**config.mk**
```make
export PLATFORM = sky130hd
export DESIGN_NAME = adder_operand_recover
export DESIGN_NICKNAME = d
export VERILOG_FILES = /design/src/rtl/adder_operand_recover.sv
export SDC_FILE = /design/constraint.sdc
export NUM_CORES = 1
export LEC_CHECK = 0
export ABC_AREA = 1
export CAP_MARGIN = 20
export CORE_ASPECT_RATIO = 0.9
export CORE_MARGIN = 3
export CORE_UTILIZATION = 35
export DETAILED_ROUTE_END_ITERATION = 8
export GPL_ROUTABILITY_DRIVEN = 0
export GPL_TIMING_DRIVEN = 0
export SETUP_SLACK_MARGIN = 0.3
export SYNTH_ARGS = -nofsm -noshare
export SYNTH_HDL_FRONTEND = slang
export SYNTH_SLANG_ARGS = --single-unit
```
**constraint.sdc**
```tcl
create_clock -name clk -period 22.4 [get_ports clk]
set_clock_uncertainty 0.1 [all_clocks]
set_input_delay 3.36 -clock clk [delete_from_list [all_inputs] [get_ports clk]]
set_output_delay 3.36 -clock clk [all_outputs]
set_load 0.02 [all_outputs]
```
**src/rtl/adder_operand_recover.sv**
```systemverilog
// adder_operand_recover: pipelined b = sum - a with the borrow chain split into STAGE_WIDTH slices.
module adder_operand_recover #(
  parameter int ADDER_WIDTH = 80,
  parameter int STAGE_WIDTH = 20
) (
  input  logic                   clk,
  input  logic                   rst_n,
  input  logic                   in_valid,
  output logic                   in_ready,
  input  logic [ADDER_WIDTH:0]   sum,
  input  logic [ADDER_WIDTH-1:0] a,
  output logic                   out_valid,
  input  logic                   out_ready,
  output logic [ADDER_WIDTH-1:0] b,
  output logic                   underflow,
  output logic                   overflow
);
  localparam int NS = ADDER_WIDTH / STAGE_WIDTH;
  logic [ADDER_WIDTH:0]   s_r [NS+1];
  logic [ADDER_WIDTH-1:0] a_r [NS];
  logic [STAGE_WIDTH:0]   dif [NS];
  logic [NS:0]            br;
  logic [NS:0]            v;
  logic                   en;
  assign en = !out_valid || out_ready;
  assign in_ready = en;
  // Zero-extended slice subtraction: the extra top bit is the borrow out.
  always_comb
    for (int k = 0; k < NS; k++)
      dif[k] = {1'b0, s_r[k][k*STAGE_WIDTH +: STAGE_WIDTH]} - {1'b0, a_r[k][k*STAGE_WIDTH +: STAGE_WIDTH]}
               - (STAGE_WIDTH+1)'(br[k]);
  always_ff @(posedge clk or negedge rst_n)
    if (!rst_n) v <= '0;
    else if (en) v <= {v[NS-1:0], in_valid};
  // Each stage overwrites its slice of the minuend with the difference slice.
  always_ff @(posedge clk)
    if (en) begin
      s_r[0] <= sum;
      a_r[0] <= a;
      br[0] <= 1'b0;
      for (int k = 1; k <= NS; k++) begin
        s_r[k] <= s_r[k-1];
        s_r[k][(k-1)*STAGE_WIDTH +: STAGE_WIDTH] <= dif[k-1][STAGE_WIDTH-1:0];
        br[k] <= dif[k-1][STAGE_WIDTH];
        if (k < NS) a_r[k] <= a_r[k-1];
      end
    end
  always_ff @(posedge clk or negedge rst_n)
    if (!rst_n) begin
      out_valid <= 1'b0;
      b <= '0;
      underflow <= 1'b0;
      overflow <= 1'b0;
    end else if (en) begin
      out_valid <= v[NS];
      b <= s_r[NS][ADDER_WIDTH-1:0] & {ADDER_WIDTH{v[NS]}};
      underflow <= v[NS] && !s_r[NS][ADDER_WIDTH] && br[NS];
      overflow <= v[NS] && s_r[NS][ADDER_WIDTH] && !br[NS];
    end
endmodule

```
==> impl_metrics.toml <==
[synth]
yosysWarningCount = 0
synth_area_um2 = 28190
ys_seq_area_frac = 0.7268
async_flop_share = 0.1263
synth.distinct_cells = 31
synth-seq-cells = 697
avgSynthCellArea_um2 = 12.90
ys.flop_type = "edfxtp_1"
synth_edf_count = 609
synth_cells = 2186
syn_nets = 2492

[clock_network]
cts_resized = 0
numCtsBuffers = 72
cts_setup_buffers = 0
cts_hold_buffers = 0
cts-root-buf = "clkbuf_16"
tritoncts = "built"
clkLatencyLatePin_ns = 0.60
clock_path_buffers = 3
clkTransAtPathRegs_ns = 0.06
clkSinkCount = 697
htree_levels = 3

[routing]
antenna_left = 0
num_vias = 16630
routedWlPerCell_um = 14.84
drt-total-wl_um = 53760
drt-initial-drc-count = 1131
drt_pre_antenna_iters = 5
drc_errors = 0
vias_per_cell = 4.590

[cells_and_area]
layout.cells.most_common_list = "609 x edfxtp_1, 455 x nand2_1, 336 x inv_1, 247 x clkdlybuf4s50_1, 233 x nand3_1"
area.growth.synth_to_final_pct = 22.48
final_common_cell = "edfxtp_1"
num-nets-final = 2820
drive_above_1_share = 0.05558
stdcell_count = 3623
n_antenna_cell = 0

[floorplanning]
die_h_um = 275.2
core-area_um2 = 79580
start_util = 0.3542
die-area_um2 = 83990
ios = 249
fp.dieW_um = 305.2
rows = 98

[sta]
whs_ns = 0.3056
finalHoldViolCount = 0
drv_slew = 0
setup_viol = 0
max_slew_margin = 0.5776
max_freq_mhz = 108.2
rsz0062_at_grt = "false"
tightestPinTransition_ns = 0.6336
period_share = 0.4127
final.setup.tns_ns = 0
finalCriticalPeriod_ns = 9.244

[critical_path]
worst_setup_path_start_kind = "input pin"
end_kind = "output port"
crit_fanout = 112
critPathKind = "in -> out"
cp.arrival_ns = 5.78
r2r_slack_ns = 19.71
crit_start = "out_ready"
cp.required_ns = 18.94
reg2reg_from = "br[2]"

[power]
power_density_nw_per_um2 = 151.1
irDropWorstVdd_mv = 0.06429
p_leak_nw = 14.53

[placed_design]
dpl.hpwl_um = 37480
port_buffers = 248
dp_cells = 3490

[global_routing]
antenna_found_initial = 2
grt_overflow_total = 0
grt_pass1_vias = 16570
grt_max_degree = 120
grt_pass1_wl_um = 85550
track_usage = 0.1271

[worst_hold_path]
hold_class = "reg -> reg"
hp-start = "s_r[2][78]"

[outcome]
status = "complete, no violations"

[run]
drv_cap = 0
## worst paths after layout
| path | end | cells past startpoint |
|---|---|---|
| min in group asynchronous | b[46] | 1 |
| hold / removal | s_r[3][78] | 0 |
| hold reg to reg | s_r[3][78] | 0 |
| setup reg to reg | s_r[3][56] | 13 |
| setup / recovery | in_ready | 6 |
| max in group asynchronous | b[10] | 2 |
## final cells by class
cell class,count,area (µm²)
Fill cell,7185,45050
Timing Repair Buffer,254,2645
Sequential cell,697,20490
Clock inverter,38,315.3
Multi-Input combinational cell,1116,6289
Clock buffer,95,2054
Tap cell,1050,1314
Buffer,37,161.4
Inverter,336,1261
## synth_stat cells, drive strengths merged, types with 3 or more instances
master  instances  area share
inv           336       0.045
and2            5      0.0011
clkbuf         12      0.0016
nor4            7      0.0016
a21o            3     0.00080
edfxtp        609        0.65
ha            134       0.059
nor2          100       0.014
xor2           35       0.011
o21bai         11      0.0029
o21ai          17      0.0030
fa              7      0.0050
nand3b          3     0.00080
nand3         235       0.042
nand2         461       0.062
dfrtp          88       0.078
buf            25      0.0038
nor3            9      0.0020
a21oi          63       0.011
nand4          11      0.0024
xnor2          10      0.0031
## where the power goes
group	internal (W)	switching (W)
registers	0.00207	0.000153
clock network	0.000695	0.000484
logic	0.000641	0.00117
## metrics by stage
stage                     worst slack [ns]  total power [W]  cell area, µm²    util
after global placement               2.380         0.004162           31990  0.4020
after detailed placement             13.11         0.004065           32160  0.4041
after CTS                            13.11         0.005279           34530  0.4339
final                                13.16         0.005217           34530  0.4339
after global routing                 12.98         0.005602           34530  0.4339
after floorplan                      7.734         0.003542           28190       -
## critical path: stages
cell and delay (ns):
clkdlybuf4s50_1 0.46, inv_1 0.06, nand2_1 0.10, clkbuf_8 0.49, buf_16 0.44, clkdlybuf4s50_1 0.71
## kinds of logic (layout without fill, tap and decap cells)
kind of cell | Yosys count | after routing | synth area share
AND/OR/NAND/NOR | 834 | 834 | 0.1261
flip-flops | 697 | 697 | 0.7268
buffers and inverters | 373 | 760 | 0.05011
adder cells (fa/ha/maj) | 141 | 141 | 0.06444
AO/OA/AOI/OAI | 96 | 96 | 0.01851
XOR/XNOR | 45 | 45 | 0.01398
## flip-flops by register name, indices dropped and copies added (netlist names)
signal,flops
b,80
underflow,1
br,4
overflow,1
out_valid,1
s_r,405
a_r,200
v,5
## routing by layer
| layer | up-vias | global-route usage | wire length (µm) |
|---|---|---|---|
| met1 | 7978 | 0.1599 | 23260 |
| met4 | 4 | 0.05238 | 1759 |
| met2 | 431 | 0.2097 | 25400 |
| met3 | 125 | 0.03383 | 3317 |
| li1 | 8091 | - | - |
| met5 | - | 0 | 31 |
Power figures use the tool's default switching activity.
